===== config.mk =====
export PLATFORM = sky130hd
export DESIGN_NAME = seg_display_ctrl
export DESIGN_NICKNAME = d
export VERILOG_FILES = /design/src/rtl/seg_pkg.sv /design/src/rtl/seg_char_decode.sv /design/src/rtl/seg_display_ctrl.sv
export SDC_FILE = /design/constraint.sdc
export NUM_CORES = 1
export LEC_CHECK = 0
export ABC_CLOCK_PERIOD_IN_PS = 1720
export CAP_MARGIN = 25
export CORE_MARGIN = 5
export CORE_UTILIZATION = 45
export CTS_CLUSTER_DIAMETER = 150
export DETAILED_ROUTE_END_ITERATION = 6
export MAX_ROUTING_LAYER = met4
export PLACE_DENSITY = 0.67
export SYNTH_ARGS = -nofsm -noshare
export SYNTH_HDL_FRONTEND = slang
export SYNTH_HIERARCHICAL = 1
export SYNTH_SLANG_ARGS = --single-unit
export TNS_END_PERCENT = 100

===== constraint.sdc =====
create_clock -name clock -period 1.72 [get_ports clock]
set_input_delay 0.172 -clock clock [delete_from_list [all_inputs] [get_ports clock]]
set_output_delay 0.172 -clock clock [all_outputs]
set_load 0.005 [all_outputs]

===== src/rtl/seg_pkg.sv =====
// ---------------------------------------------------------------------------
// seg_pkg
// Shared 7-segment definitions for the display blocks.
//   Patterns are {a,b,c,d,e,f,g}, with bit 6 = segment a, and active-high
//   (1 = segment lit) before any pin-polarity inversion.
// Contents:
//   segPattern_t      7-bit segment pattern type
//   SEG_*             pattern constants (hex digits, P, dash, blank)
//   hexPattern()      nibble -> hex glyph helper
// ---------------------------------------------------------------------------
package seg_pkg;

  localparam int SEG_WIDTH = 7;

  typedef logic [SEG_WIDTH-1:0] segPattern_t;

  localparam segPattern_t SEG_BLANK = 7'b0000000;
  localparam segPattern_t SEG_0     = 7'b1111110;
  localparam segPattern_t SEG_1     = 7'b0110000;
  localparam segPattern_t SEG_2     = 7'b1101101;
  localparam segPattern_t SEG_3     = 7'b1111001;
  localparam segPattern_t SEG_4     = 7'b0110011;
  localparam segPattern_t SEG_5     = 7'b1011011;
  localparam segPattern_t SEG_6     = 7'b1011111;
  localparam segPattern_t SEG_7     = 7'b1110000;
  localparam segPattern_t SEG_8     = 7'b1111111;
  localparam segPattern_t SEG_9     = 7'b1111011;
  localparam segPattern_t SEG_A     = 7'b1110111;
  localparam segPattern_t SEG_B     = 7'b0011111;
  localparam segPattern_t SEG_C     = 7'b1001110;
  localparam segPattern_t SEG_D     = 7'b0111101;
  localparam segPattern_t SEG_E     = 7'b1001111;
  localparam segPattern_t SEG_F     = 7'b1000111;
  localparam segPattern_t SEG_P     = 7'b1100111;
  localparam segPattern_t SEG_DASH  = 7'b0000001;

  // Glyph for a hex nibble 0..F (b and d are the lowercase shapes so they
  // stay distinguishable from 8 and 0).
  function automatic segPattern_t hexPattern(input logic [3:0] nib);
    segPattern_t pat;
    case (nib)
      4'h0:    pat = SEG_0;
      4'h1:    pat = SEG_1;
      4'h2:    pat = SEG_2;
      4'h3:    pat = SEG_3;
      4'h4:    pat = SEG_4;
      4'h5:    pat = SEG_5;
      4'h6:    pat = SEG_6;
      4'h7:    pat = SEG_7;
      4'h8:    pat = SEG_8;
      4'h9:    pat = SEG_9;
      4'hA:    pat = SEG_A;
      4'hB:    pat = SEG_B;
      4'hC:    pat = SEG_C;
      4'hD:    pat = SEG_D;
      4'hE:    pat = SEG_E;
      default: pat = SEG_F;
    endcase
    return pat;
  endfunction

endpackage


===== src/rtl/seg_char_decode.sv =====
// ---------------------------------------------------------------------------
// seg_char_decode
// Combinational ASCII -> 7-segment character ROM.
//   Recognised: '0'-'9', 'A'-'F', 'P', '-'. Everything else (including
//   space and lowercase) decodes to blank.
// Ports:
//   charIn  [7:0]  ASCII code
//   segOut  [6:0]  active-high pattern {a,b,c,d,e,f,g}
// ---------------------------------------------------------------------------
import seg_pkg::*;

module seg_char_decode (
  input  logic [7:0]  charIn,
  output segPattern_t segOut
);

  always_comb begin
    segOut = SEG_BLANK;
    if (charIn >= 8'h30 && charIn <= 8'h39) begin
      segOut = hexPattern(charIn[3:0]);
    end else if (charIn >= 8'h41 && charIn <= 8'h46) begin
      // 'A' is 0x41, so low nibble + 9 gives the hex value 10..15
      segOut = hexPattern(charIn[3:0] + 4'd9);
    end else if (charIn == 8'h50) begin
      segOut = SEG_P;
    end else if (charIn == 8'h2D) begin
      segOut = SEG_DASH;
    end
  end

endmodule


===== src/rtl/seg_display_ctrl.sv =====
// ---------------------------------------------------------------------------
// seg_display_ctrl
// Multiplexed 7-segment display controller with a shift-in character buffer.
//   Each accepted ASCII byte is decoded and shifted into digit 0 (rightmost),
//   pushing older characters left. Digits are scanned one at a time for
//   SCAN_DIV cycles each; the first cycle of every slot shows blank to avoid
//   ghosting while the digit select changes.
// Optional feature macro: SEG_BLINK_EN -- adds a blink phase that blanks
//   digits selected by blink_mask during every other BLINK_DIV-cycle window.
// Parameters:
//   NUM_DIGITS     number of digits (1..8)
//   SCAN_DIV       cycles per digit slot (>=2)
//   SEG_ACTIVE_LOW 1 inverts both outputs at the pins
//   BLINK_DIV      cycles per blink half-period
// Ports:
//   clock              system clock, rising edge
//   reset              asynchronous active-high reset
//   data_in   [7:0]    ASCII character
//   data_valid         accept data_in this cycle
//   clear              blank the whole buffer (wins over data_valid)
//   blink_mask[N-1:0]  per-digit blink request
//   segments  [6:0]    registered {a..g}, bit 6 = a
//   digit_en  [N-1:0]  registered one-hot digit select, bit 0 = rightmost
// ---------------------------------------------------------------------------
import seg_pkg::*;

module seg_display_ctrl #(
  parameter int NUM_DIGITS     = 4,
  parameter int SCAN_DIV       = 50000,
  parameter int SEG_ACTIVE_LOW = 0,
  parameter int BLINK_DIV      = 25000000
) (
  input  logic                  clock,
  input  logic                  reset,
  input  logic [7:0]            data_in,
  input  logic                  data_valid,
  input  logic                  clear,
  input  logic [NUM_DIGITS-1:0] blink_mask,
  output logic [6:0]            segments,
  output logic [NUM_DIGITS-1:0] digit_en
);

  localparam int SCAN_W = (SCAN_DIV > 1) ? $clog2(SCAN_DIV) : 1;
  localparam int IDX_W  = (NUM_DIGITS > 1) ? $clog2(NUM_DIGITS) : 1;
  localparam logic [SCAN_W-1:0] SCAN_LAST = SCAN_W'(SCAN_DIV - 1);
  localparam logic [IDX_W-1:0]  IDX_LAST  = IDX_W'(NUM_DIGITS - 1);
  // XOR masks applied as the very last step before the output registers
  localparam logic [6:0]            SEG_POL = (SEG_ACTIVE_LOW != 0) ? 7'h7F : 7'h00;
  localparam logic [NUM_DIGITS-1:0] EN_POL  = (SEG_ACTIVE_LOW != 0) ? '1 : '0;

  // -------------------------------------------------------------------------
  // Character decode and digit buffer
  // -------------------------------------------------------------------------
  segPattern_t decoded;

  seg_char_decode uDecode (
    .charIn (data_in),
    .segOut (decoded)
  );

  segPattern_t digitBuf_reg [NUM_DIGITS];
  segPattern_t shiftSrc     [NUM_DIGITS];

  // Each entry loads from its right-hand neighbour; digit 0 loads the new char.
  generate
    for (genvar gi = 0; gi < NUM_DIGITS; gi++) begin : gShift
      if (gi == 0) begin : gHead
        assign shiftSrc[gi] = decoded;
      end else begin : gBody
        assign shiftSrc[gi] = digitBuf_reg[gi-1];
      end
    end
  endgenerate

  always_ff @(posedge clock or posedge reset) begin
    if (reset) begin
      for (int i = 0; i < NUM_DIGITS; i++) digitBuf_reg[i] <= SEG_BLANK;
    end else if (clear) begin
      for (int i = 0; i < NUM_DIGITS; i++) digitBuf_reg[i] <= SEG_BLANK;
    end else if (data_valid) begin
      for (int i = 0; i < NUM_DIGITS; i++) digitBuf_reg[i] <= shiftSrc[i];
    end
  end

  // -------------------------------------------------------------------------
  // Scan counter and digit index
  // -------------------------------------------------------------------------
  logic [SCAN_W-1:0] scanCnt_reg, scanCnt_next;
  logic [IDX_W-1:0]  digitIdx_reg, digitIdx_next;

  always_comb begin
    scanCnt_next  = scanCnt_reg + 1'b1;
    digitIdx_next = digitIdx_reg;
    if (scanCnt_reg == SCAN_LAST) begin
      scanCnt_next  = '0;
      digitIdx_next = (digitIdx_reg == IDX_LAST) ? '0 : digitIdx_reg + 1'b1;
    end
  end

  always_ff @(posedge clock or posedge reset) begin
    if (reset) begin
      scanCnt_reg  <= '0;
      digitIdx_reg <= '0;
    end else begin
      scanCnt_reg  <= scanCnt_next;
      digitIdx_reg <= digitIdx_next;
    end
  end

  // -------------------------------------------------------------------------
  // Blink phase
  // -------------------------------------------------------------------------
  logic blinkHide;

`ifdef SEG_BLINK_EN
  localparam int BLINK_W = (BLINK_DIV > 1) ? $clog2(BLINK_DIV) : 1;
  localparam logic [BLINK_W-1:0] BLINK_LAST = BLINK_W'(BLINK_DIV - 1);

  logic [BLINK_W-1:0] blinkCnt_reg;
  logic               blinkPhase_reg;

  always_ff @(posedge clock or posedge reset) begin
    if (reset) begin
      blinkCnt_reg   <= '0;
      blinkPhase_reg <= 1'b0;
    end else if (blinkCnt_reg == BLINK_LAST) begin
      blinkCnt_reg   <= '0;
      blinkPhase_reg <= ~blinkPhase_reg;
    end else begin
      blinkCnt_reg   <= blinkCnt_reg + 1'b1;
    end
  end

  assign blinkHide = blink_mask[digitIdx_reg] & blinkPhase_reg;
`else
  // Blink hardware is absent; the mask input and divider are don't-cares.
  localparam int unusedBlinkDiv = BLINK_DIV;
  logic unusedBlinkMask;
  assign unusedBlinkMask = ^blink_mask;
  assign blinkHide       = 1'b0;
`endif

  // -------------------------------------------------------------------------
  // Output stage
  // -------------------------------------------------------------------------
  segPattern_t           segPre;
  logic [NUM_DIGITS-1:0] enPre;

  always_comb begin
    enPre               = '0;
    enPre[digitIdx_reg] = 1'b1;
    // Slot's first cycle is blank while digit_en moves to the new digit.
    if (scanCnt_reg == '0 || blinkHide) begin
      segPre = SEG_BLANK;
    end else begin
      segPre = digitBuf_reg[digitIdx_reg];
    end
  end

  always_ff @(posedge clock or posedge reset) begin
    if (reset) begin
      segments <= SEG_POL;
      digit_en <= EN_POL;
    end else begin
      segments <= segPre ^ SEG_POL;
      digit_en <= enPre ^ EN_POL;
    end
  end

endmodule


==> results.toml <==
[global_route]
gr-total-overflow = 0
antenna_found_initial = 0
grt_max_degree = 42
grt_pass1_wl_um = 11300
grt_usage_pct = 17.0
grt_pass1_vias = 2373

[timing]
finClkSkew_ps = 8.52
fmax_ghz = 0.612
hold_violations = 0
fin_crit_sh_pct = 95.1
slew_viol_final = 0
timing.slew.headroom_pct = 69.0
worst_slew_pin_slew_ps = 465
rsz0062_at_grt = "no"
period_minus_slack_ps = 1640
tns_ps = 0
setup_viol = 0

[outcome]
run_status = "finished clean"

[clocking]
clk_latency_ps = 340
cts_sinks = 57
cts_tree = "built"
cts_max_level = 3
clock_path_buffers = 2
root_buffer = "clkbuf_8"
path_clk_slew_ps = 70
cts_hold_buf = 0
cts_inserted_buffers = 9

[cells_and_area]
final_cell_mix = "dfrtp_1 (57), nor2_1 (46), buf_4 (37), mux2i_1 (30), clkdlybuf4s50_1 (17)"
fill_cells = 557
final_cell_area_um2 = 4150
fin_nets = 390
n_antenna_cell = 0
drive_above_1_share_pct = 23.6
area_growth_pct = 29.5
instances_no_fill = 460
layout_commonest_cell = "dfrtp_1"
largest_reg_flops = 28

[synth]
synth_top_cell_by_area = "dfrtp_1"
synthesis.nets = 329
synthesis.area_um2 = 3200
syn_area_per_cell_um2 = 10.7
synth.top_cells.by_area = "dfrtp_1 (45%), mux2i_1 (9.7%), ha_1 (5.5%)"
netlist_instances = 299
ys_ff_latch = 57
yosysWarnings = 6
synth_top_area_share_pct = 44.5
ys_types = 48
synth-seq-area-share_pct = 44.5

[critical_path]
cp_cell_sequence = "dlygate4sd2_1, inv_2, ha_4, or4b_1, o211a_1, nand2_4, o311ai_4, mux2i_1, nor2_1"
cp.required_ps = 1930
critical_path_arrival_ps = 1840
worstSetupEndpointType = "flip-flop"
critPathTopFamily = "simple AND/OR/NAND/NOR gates"
regToRegSetupSlack_ps = 110
path_buf_inv = 2
critical_path_class = "input pin to flip-flop"
startpoint_type = "input pin"
cp_slowest_cell = "or4b_1"
critPathMaxStageDelay_ps = 440
crit_fanout = 5

[power]
internal_power_mw = 2.20
power.density_nw_per_um2 = 699
p_seq_share_pct = 46.7
p_comb_share_pct = 11.3
swShare_pct = 24.1
power_frac_clock_pct = 42.0
p_leak_nw = 1.96
ir_drop_mv = 0.655
switching_power_mw = 0.699

[routing]
postRouteAntennaNets = 0
viasPerCell = 5.20
dr_total_vias = 2390
drt_wl_total_um = 6580
first_iter_violations = 109
drc = 0
firstDrtPassIters = 4
avgRoutedWirePerCell_um = 14.3

[run]
cap_violations = 0

[die]
core.rowCount = 30
start_util_pct = 46.6
io_pins = 27
core_area_um2 = 6870
die_area_um2 = 8900
chipHeight_um = 94.4
die_x_um = 94.4

[placement]
place_area_um2 = 3780
io_buffers = 22
placed_cells = 440
gp_routability_congestion = 0.929
dp_hpwl_um = 4610

[hold_path]
hold_path_class = "input pin to async pin"
## synth_stat cells, drive strengths merged
master,instances
a22oi,3
clkbuf,5
dfrtp,57
nand3b,1
a211oi,1
xor2,4
nor2b,15
a31oi,1
a21o,1
or3b,1
o211ai,4
o22ai,1
nor4b,4
ha,14
o311ai,3
and3,2
nand2b,3
o21ai,6
o32ai,1
xnor2,12
o31a,1
nand4,6
nor2,46
mux2,4
nand3,9
buf,9
nor3b,1
inv,13
o21bai,2
and4b,1
nand2,14
or4b,1
nor3,7
nor4bb,1
mux2i,31
a211o,1
mux4,7
nor4,5
o211a,1
## power by group through the flow
stage | sequential [mW] | combinational (mW) | clock (mW)
6_report | 1.35 | 0.328 | 1.22
5_1_grt | 1.35 | 0.358 | 1.33
4_1_cts | 1.35 | 0.311 | 1.26
3_5_place_dp | 1.38 | 0.296 | 0
3_3_place_gp | 1.38 | 0.292 | 0
2_1_floorplan | 1.38 | 0.173 | 0
## stage by stage
step                      setup slack (ps)  hold slack [ps]  util, %  total power, mW
after global placement                -495              492     55.0             1.67
final                                 85.0              190     60.4             2.90
after global routing                  4.51              191     60.4             3.04
after CTS                             17.1              188     59.1             2.92
after floorplan                       16.0              468        -             1.55
after detailed placement              -547              492     55.0             1.67
## layer usage
layer / track usage [%] / vias to the layer above / share of wire [%]
met2: 25.1 / 44 / 47
met5: - / - / 0
met3: 6.29 / 7 / 4.7
li1: - / 1170 / -
met1: 22.2 / 1169 / 47
met4: 4.45 / 0 / 1.1
## cell type report
| type | count | area, um2 | area share (%) |
|---|---|---|---|
| Inverter | 13 | 48.8 | 1.18 |
| Tap cell | 96 | 120 | 2.90 |
| Sequential cell | 57 | 1430 | 34.4 |
| Clock buffer | 10 | 138 | 3.32 |
| Multi-Input combinational cell | 216 | 1780 | 43.0 |
| Timing Repair Buffer | 63 | 574 | 13.8 |
| Clock inverter | 5 | 56.3 | 1.36 |
## path summary, 6_finish.rpt
kind                                       from          endpoint  depth (start not counted)
worst max-delay path                 data_in[1]  digitBuf_reg[27]                          9
worst min-delay path                      reset    scanCnt_reg[8]                          3
worst max register to register   scanCnt_reg[1]   digitIdx_reg[1]                          4
worst min register to register  scanCnt_reg[13]   scanCnt_reg[13]                          1
max in group asynchronous                 reset   digitBuf_reg[8]                          3
min in group clock              scanCnt_reg[13]   scanCnt_reg[13]                          1
## worst reg2reg max path, cell delays in order (launching register included)
cell	delay, ps
dfrtp_1	400
ha_2	230
nand4_1	130
nor4_4	360
mux2_2	370
## repair_timing
| item | 4_1_cts | 5_1_grt |
|---|---|---|
| setup buffers | 3 | 1 |
| pin swaps | 4 | 4 |
| endpoints found under the setup margin | 17 | 6 |
| resized for setup | 13 | 13 |
| cloned | 1 | 0 |
## kinds of logic after synthesis
kind of cell / share of synthesized area (%)
AND/OR/NAND/NOR: 19.1
flip-flops: 44.5
multiplexers: 16.0
buffers and inverters: 4.03
AO/OA/AOI/OAI: 6.25
XOR/XNOR: 4.61
adder cells (fa/ha/maj): 5.47
Power figures use the tool's default switching activity.
